==> src/rtl/mips_uc_pkg.sv <==
// Shared definitions for the core supervision harness: FSM state
// encoding, parameter defaults and a small sizing helper.
package mips_uc_pkg;

    // Supervisor FSM states
    typedef enum logic [2:0] {
        ST_IDLE    = 3'd0,
        ST_RESET   = 3'd1,
        ST_RUN     = 3'd2,
        ST_DONE    = 3'd3,
        ST_TIMEOUT = 3'd4
    } state_t;

    localparam int DEF_N_CORES        = 1;
    localparam int DEF_RST_CYCLES     = 4;
    localparam int DEF_CNT_W          = 16;
    localparam int DEF_TIMEOUT_CYCLES = 1000;

    // Bits needed to hold a down-counter loaded with cycles-1 (minimum 1 bit)
    function automatic int rst_cnt_width(input int cycles);
        return (cycles > 1) ? $clog2(cycles) : 1;
    endfunction

endpackage

==> src/rtl/mips_uc_run_counter.sv <==
// Run cycle counter: synchronous clear, count enable, saturation at all
// ones, and a flag that is high while the count equals TERMINAL.
module mips_uc_run_counter
    import mips_uc_pkg::*;
#(
    parameter int CNT_W    = DEF_CNT_W,
    parameter int TERMINAL = DEF_TIMEOUT_CYCLES - 1
) (
    input  logic             clk,
    input  logic             rst,
    input  logic             i_clr,
    input  logic             i_en,
    output logic [CNT_W-1:0] o_count,
    output logic             o_term
);

    logic [CNT_W-1:0] r_count;
    logic             w_sat;

    assign w_sat = (r_count == {CNT_W{1'b1}});

    // Count register: clear wins over enable, holds once saturated
    always_ff @(posedge clk) begin
        if (rst || i_clr) begin
            r_count <= '0;
        end else if (i_en && !w_sat) begin
            r_count <= r_count + CNT_W'(1);
        end
    end

    assign o_count = r_count;
    assign o_term  = (r_count == CNT_W'(TERMINAL));

endmodule

==> src/rtl/mips_uc_harness.sv <==
// Core supervision harness: holds the cores in reset, releases them for a
// bounded run, records which cores halt, and reports DONE or TIMEOUT.
module mips_uc_harness
    import mips_uc_pkg::*;
#(
    parameter int N_CORES        = DEF_N_CORES,
    parameter int RST_CYCLES     = DEF_RST_CYCLES,
    parameter int CNT_W          = DEF_CNT_W,
    parameter int TIMEOUT_CYCLES = DEF_TIMEOUT_CYCLES
) (
    input  logic               clk,
    input  logic               rst,
    input  logic               start,
    input  logic [N_CORES-1:0] core_halt,
    output logic [N_CORES-1:0] core_rst,
    output logic               run_active,
    output logic               done,
    output logic               timeout,
    output logic [N_CORES-1:0] halted_mask,
    output logic [CNT_W-1:0]   cycle_count
);

    localparam int               RST_W    = rst_cnt_width(RST_CYCLES);
    localparam logic [RST_W-1:0] RST_LOAD = RST_W'(RST_CYCLES - 1);

    state_t             r_state;
    state_t             w_state_next;
    logic [RST_W-1:0]   r_rst_cnt;
    logic [RST_W-1:0]   w_rst_cnt_next;
    logic [N_CORES-1:0] r_halted_mask;
    logic [N_CORES-1:0] w_halted_next;
    logic [N_CORES-1:0] w_halt_or;
    logic [N_CORES-1:0] r_core_rst;
    logic [N_CORES-1:0] w_core_rst_next;
    logic               r_run_active;
    logic               r_done;
    logic               r_timeout;
    logic               w_all_halted;
    logic               w_cnt_clr;
    logic               w_cnt_en;
    logic               w_cnt_term;
    logic [CNT_W-1:0]   w_cycle_count;

    // Per-core sticky halt view including this cycle's halt inputs
    for (genvar gi = 0; gi < N_CORES; gi++) begin : g_halt
        assign w_halt_or[gi] = r_halted_mask[gi] | core_halt[gi];
    end

    assign w_all_halted = &w_halt_or;

    // Next-state decode; completion is tested before timeout so a tie ends in DONE
    always_comb begin
        w_state_next = r_state;
        case (r_state)
            ST_IDLE: begin
                if (start) w_state_next = ST_RESET;
            end
            ST_RESET: begin
                if (r_rst_cnt == '0) w_state_next = ST_RUN;
            end
            ST_RUN: begin
                if (w_all_halted)    w_state_next = ST_DONE;
                else if (w_cnt_term) w_state_next = ST_TIMEOUT;
            end
            ST_DONE, ST_TIMEOUT: begin
                if (start) w_state_next = ST_RESET;
            end
            default: w_state_next = ST_IDLE;
        endcase
    end

    // Reset hold counter, halt mask and registered output decode
    always_comb begin
        w_rst_cnt_next = r_rst_cnt;
        w_halted_next  = r_halted_mask;
        if ((w_state_next == ST_RESET) && (r_state != ST_RESET)) begin
            // Entering RESET: start a fresh hold and forget previous halts
            w_rst_cnt_next = RST_LOAD;
            w_halted_next  = '0;
        end else if (r_state == ST_RESET) begin
            if (r_rst_cnt != '0) w_rst_cnt_next = r_rst_cnt - RST_W'(1);
            w_halted_next = '0;
        end else if (r_state == ST_RUN) begin
            // Halts are only recorded while running
            w_halted_next = w_halt_or;
        end

        // Cores run only in RUN, and a halted core is frozen from the next cycle on
        w_core_rst_next = (w_state_next == ST_RUN) ? w_halted_next : '1;

        // Clear on entry to RUN; count only while staying in RUN so the
        // value is frozen at the cycle the run ended
        w_cnt_clr = (r_state == ST_RESET) && (w_state_next == ST_RUN);
        w_cnt_en  = (r_state == ST_RUN)   && (w_state_next == ST_RUN);
    end

    // State and output registers
    always_ff @(posedge clk) begin
        if (rst) begin
            r_state       <= ST_IDLE;
            r_rst_cnt     <= '0;
            r_halted_mask <= '0;
            r_core_rst    <= '1;
            r_run_active  <= 1'b0;
            r_done        <= 1'b0;
            r_timeout     <= 1'b0;
        end else begin
            r_state       <= w_state_next;
            r_rst_cnt     <= w_rst_cnt_next;
            r_halted_mask <= w_halted_next;
            r_core_rst    <= w_core_rst_next;
            r_run_active  <= (w_state_next == ST_RUN);
            r_done        <= (w_state_next == ST_DONE);
            r_timeout     <= (w_state_next == ST_TIMEOUT);
        end
    end

    mips_uc_run_counter #(
        .CNT_W    (CNT_W),
        .TERMINAL (TIMEOUT_CYCLES - 1)
    ) u_run_counter (
        .clk     (clk),
        .rst     (rst),
        .i_clr   (w_cnt_clr),
        .i_en    (w_cnt_en),
        .o_count (w_cycle_count),
        .o_term  (w_cnt_term)
    );

    assign core_rst    = r_core_rst;
    assign run_active  = r_run_active;
    assign done        = r_done;
    assign timeout     = r_timeout;
    assign halted_mask = r_halted_mask;
    assign cycle_count = w_cycle_count;

endmodule

==> config.mk <==
export PLATFORM = sky130hd
export DESIGN_NAME = mips_uc_harness
export DESIGN_NICKNAME = d
export VERILOG_FILES = /design/src/rtl/mips_uc_pkg.sv /design/src/rtl/mips_uc_run_counter.sv /design/src/rtl/mips_uc_harness.sv
export SDC_FILE = /design/constraint.sdc
export NUM_CORES = 1
export LEC_CHECK = 0
export CAP_MARGIN = 20
export CORE_MARGIN = 1.5
export CORE_UTILIZATION = 45
export DETAILED_ROUTE_END_ITERATION = 8
export DONT_BUFFER_PORTS = 1
export GPL_ROUTABILITY_DRIVEN = 0
export MAX_ROUTING_LAYER = met4
export SYNTH_ARGS = -nofsm -noshare
export SYNTH_HDL_FRONTEND = slang
export SYNTH_HIERARCHICAL = 1
export SYNTH_SLANG_ARGS = --single-unit
==> constraint.sdc <==
create_clock -name clk -period 7.3 [get_ports clk]
set_clock_uncertainty 0.05 [all_clocks]
set_input_delay 1.46 -clock clk [delete_from_list [all_inputs] [get_ports clk]]
set_output_delay 1.46 -clock clk [all_outputs]
set_load 0.02 [all_outputs]
Yosys cells after proc, flatten, opt, wreduce, memory -nomap -nowiden
Index checks and enable logic that the tools add are counted.

operators by class
  add/sub/neg operators = 2
  eq/ne operators = 11
  mux-type cells = 11
  bitwise gates (word level) = 2
  reductions and logical operators = 14

operators with widths
  cell                                                                      count
  16-bit by 1-bit adder with 16-bit output (second input constant)          1
  16-bit by 10-bit equality test with 1-bit output (second input constant)  1
  16-bit equality test (second input constant)                              1
  3-bit by 2-bit equality test with 1-bit output (second input constant)    4
  3-bit 2-to-1 mux                                                          4
  3-bit case mux with 3 select lines                                        1
  3-bit by 1-bit equality test with 1-bit output (second input constant)    2
  3-bit equality test (second input constant)                               2
  2-bit 2-to-1 mux                                                          3
  2-bit nonzero test                                                        3
  1-bit logical AND                                                         4
  3-bit logical NOT                                                         1
  1-bit 2-to-1 mux                                                          3
  3-bit by 1-bit != test with 1-bit output (second input constant)          1
  3-bit OR reduction                                                        1
  2-bit logical NOT                                                         1
  2-bit AND reduction                                                       1
  2-bit OR reduction                                                        1
  2-bit by 1-bit subtractor with 2-bit output (second input constant)       1
  1-bit logical NOT                                                         1
  1-bit logical OR                                                          1
  1-bit NOT                                                                 1
  1-bit OR                                                                  1

storage, ports and cells
  bits in registers = 26
  input port bits = 4
  output and inout bits = 21
  word-level logic and storage cells = 48

Longest topological paths before layout
  depth in word-level cells = 8
  gate-level depth with buffers = 11
  gate-level depth less buffers = 10

Hierarchy
The synthesis kept the hierarchy.

modules (own cells, without submodules)
  module               instances  cells each  area each (µm²)
  mips_uc_run_counter  1          101         867.1
  mips_uc_harness      1          51          490.5

Least setup slack after synthesis
No wires, ideal clock.

  kind = input port to flip-flop
  from = in core_halt
  to = reg u_run_counter.r_count[10] (netlist: u_run_counter/o_count[10])
  library setup time = 0.135 ns
  arrival = 3.356 ns
  data required time = 7.115 ns
  path slack = 3.759 ns
  cell stages on the path = 7
  path buffers = 0
  cells stage by stage = or3_4 > a221oi_2 > and4_1 > nand3_1 > or3_1 > o311ai_0 > o41ai_1

between the ends
  word-level cells in the longest chain between the ends = 6

ends and longest elaborated chain
  item                                            RTL line                   RTL
  start, declared                                 mips_uc_harness.sv:14      input logic [N_CORES-1:0] core_halt,
  1-bit OR                                        mips_uc_harness.sv:46      assign w_halt_or[gi] = r_halted_mask[gi] | core_halt[gi];
  3-bit 2-to-1 mux                                mips_uc_harness.sv:62      if (w_all_halted) w_state_next = ST_DONE;
  3-bit case mux with 3 select lines              mips_uc_harness.sv:54      case (r_state)
  3-bit by 2-bit equality test with 1-bit output  mips_uc_harness.sv:94      w_cnt_en = (r_state == ST_RUN) && (w_state_next == ST_RUN);
  1-bit logical AND                               mips_uc_harness.sv:94
  net w_cnt_en                                    mips_uc_harness.sv:40      logic w_cnt_en;
  1-bit logical AND                               mips_uc_run_counter.sv:26  end else if (i_en && !w_sat) begin
  end signal, assigned                            mips_uc_run_counter.sv:27  r_count <= r_count + CNT_W'(1);
  end, declared                                   mips_uc_run_counter.sv:17  logic [CNT_W-1:0] r_count;

The timed path passes the listed nets, and every way through them passes these cells.
A chain may end at the register's enable or synchronous reset.

Worst setup path after layout
Ends and elaborated chain as after synthesis.

==> reports/qor.csv <==
stage,metric,value,unit
status,status,"finished, final reports clean",
cells_and_area,final_net_count,158,
pwr,peakVddDrop,0.000110,V
route,vias_per_cell,6.46,
cells_and_area,final_cell_mix,"dfxtp_1 (26), a21oi_1 (12), nor2_1 (10), o21ai_0 (10), nand2_1 (9)",
pwr,power.density,194,mW/mm²
sta,fin_crit_sh,0.493,
setup_path,cp_max_fo,6,
global_routing,grt.total_usage,0.194,
pwr,leakage,0.000435,µW
route,vias,1170,
placed_design,io_buffers,0,
cells_and_area,area_growth,2.95,%
sta,maxSlewHeadroom,0.454,
cts,post_cts_resized,0,
cells_and_area,drive_gt1_frac,0.113,
floorplan,die_w,57.9,µm
cells_and_area,diodes,0,
yosys,synth_ff_type,dfxtp_1,
yosys,synth_area,0.00136,mm²
yosys,synth_edf_count,0,
floorplan,initial_utilization,0.484,
sta,tns,0,ps
yosys,yosys_warnings,6,
cts,h-tree-depth,1,
setup_path,slowest_delay,460,ps
route,ant_nets,0,
route,routed_wirelength,2930,µm
floorplan,io_pins,25,
global_routing,grt_pass1_vias,1057,
floorplan,die_area,0.00336,mm²
placed_design,dpl_cell_area,0.00136,mm²
cells_and_area,mostFrequentLayoutCell,dfxtp_1,
setup_path,crit_chain,or3_4 > a221oi_2 > and4_1 > nand3_1 > or3_1 > o311ai_0 > o41ai_1,
global_routing,antenna_found_initial,0,
setup_path,criticalPathCategory,in2reg,
run,cap_violations,0,
cts,clock_latency,320,ps
worst_hold_path,hp-class,reg2reg,
sta,hold_viol_final,0,
yosys,synth-seq-cells,26,
sta,finalMaxSlewViolations,0,
cells_and_area,final_area,0.00140,mm²
yosys,synth.distinct_cells,48,
yosys,synth_nets,159,
sta,finalSetupViolations,0,
cts,cts_buffers,3,
sta,worstMarginPinSlew,811,ps
cts,clock_sinks,26,
cts,clkTransAtPathRegs,140,ps
cts,clockBufferDepth,2,
cts,hold_buffers,0,
global_routing,grt_pass1_wl,4910,µm
floorplan,die_h,57.9,µm
yosys,seq_area_frac_synth,0.383,
placed_design,dpl.hpwl,2160,µm
yosys,async_flop_share,0,
floorplan,core_area,0.00281,mm²
global_routing,globalRouteOverflowTotal,0,
route,first_pass_iters,6,
setup_path,slowest_stage,or3_1,
cells_and_area,num-fill-cells,286,
yosys,avgSynthCellArea,8.93,µm²
sta,min_period,3600,ps
setup_path,arrival,3740,ps
setup_path,end_kind,flip-flop,
cts,postCtsSetupBuffers,0,
yosys,postSynthCellCount,152,
cts,cts_root_buffer,clkbuf_4,
route,routedWlPerCell,16.2,µm
global_routing,grt_max_degree,15,
setup_path,crit_required,7440,ps
route,route.detailed.drc,0,
route,drt_iter0_drc,44,
cts,cts_tree,done,
sta,grt_setup_unrepaired,false,
floorplan,rows,19,
sta,fmax,0.278,GHz
setup_path,start_kind,input port,
## metal layers
metal | track usage | routed length (µm)
met5 | - | 0
met1 | 0.274 | 1460
met4 | 0.0698 | 20
met2 | 0.266 | 1270
met3 | 0.0491 | 184
## Yosys cell counts, types with 2 or more instances
cell type	n	area share
or3_1	7	0.032
nand2_1	9	0.025
o21ai_0	10	0.037
nand3_1	6	0.022
nand4_1	4	0.018
inv_1	5	0.014
o21ai_1	2	0.0074
and4_1	3	0.019
nor2_1	10	0.028
a211oi_1	2	0.011
dfxtp_1	26	0.38
nor4_1	2	0.0092
nand4_2	2	0.018
or4_1	4	0.022
o31ai_1	2	0.011
o41ai_2	2	0.024
o21a_1	2	0.011
a31oi_1	5	0.023
a21oi_1	12	0.044
clkbuf_1	2	0.0055
nor3_1	5	0.018
nor3b_1	2	0.011
ha_1	3	0.028
## final timing paths
kind / start / end / slack [ps] / cells after the start
worst max-delay path: core_halt / u_run_counter/o_count[10] / 3700 / 7
worst max register to register: u_run_counter/o_count[0] / u_run_counter/o_count[15] / 3750 / 10
worst min register to register: r_rst_cnt[0] / r_rst_cnt[0] / 520 / 2
worst min-delay path: r_rst_cnt[0] / r_rst_cnt[0] / 520 / 2
## where the power goes
| part | switching [µW] | internal [µW] |
|---|---|---|
| logic | 22.1 | 17.8 |
| registers | 10.1 | 148 |
| clock network | 42.4 | 30.5 |
| total | 74.6 | 196 |
## area by class of cell
| type | instances | area, µm² | share of cell area |
|---|---|---|---|
| Clock buffer | 4 | 36.3 | 0.0260 |
| Multi-Input combinational cell | 115 | 783 | 0.560 |
| Sequential cell | 26 | 520 | 0.372 |
| Tap cell | 31 | 38.8 | 0.0278 |
| Inverter | 5 | 18.8 | 0.0134 |
## worst max-delay path, delay by kind of cell
family | cells | cell delay, ps
AO/OA/AOI/OAI | 3 | 920
AND/OR/NAND/NOR | 4 | 1360
## cells by family after synthesis
| kind of cell | after synthesis | synth area share |
|---|---|---|
| xor+xnor | 2 | 0.0129 |
| mux | 1 | 0.00829 |
| compound gates | 43 | 0.213 |
| simple gates | 66 | 0.315 |
| buf+inv | 11 | 0.0396 |
| flops | 26 | 0.383 |
| fa+ha+maj | 3 | 0.0277 |
## state kept, by name, indices dropped and copies added, names as in the netlist
register               flops
u_run_counter/o_count     16
r_state                    3
r_rst_cnt                  2
core_rst                   1
done                       1
halted_mask                1
run_active                 1
timeout                    1
## per-stage QoR
step	hold WS, ps	cells	worst slack, ps	utilization	power, µW
6_report	521	181	3700	0.498	271
5_1_grt	576	181	3490	0.498	286
4_1_cts	527	181	3750	0.498	274
3_5_place_dp	501	177	3440	0.485	201
3_3_place_gp	493	177	3650	0.485	200
2_1_floorplan	485	152	3760	-	195
No activity file was read; power rests on OpenSTA's default activity.
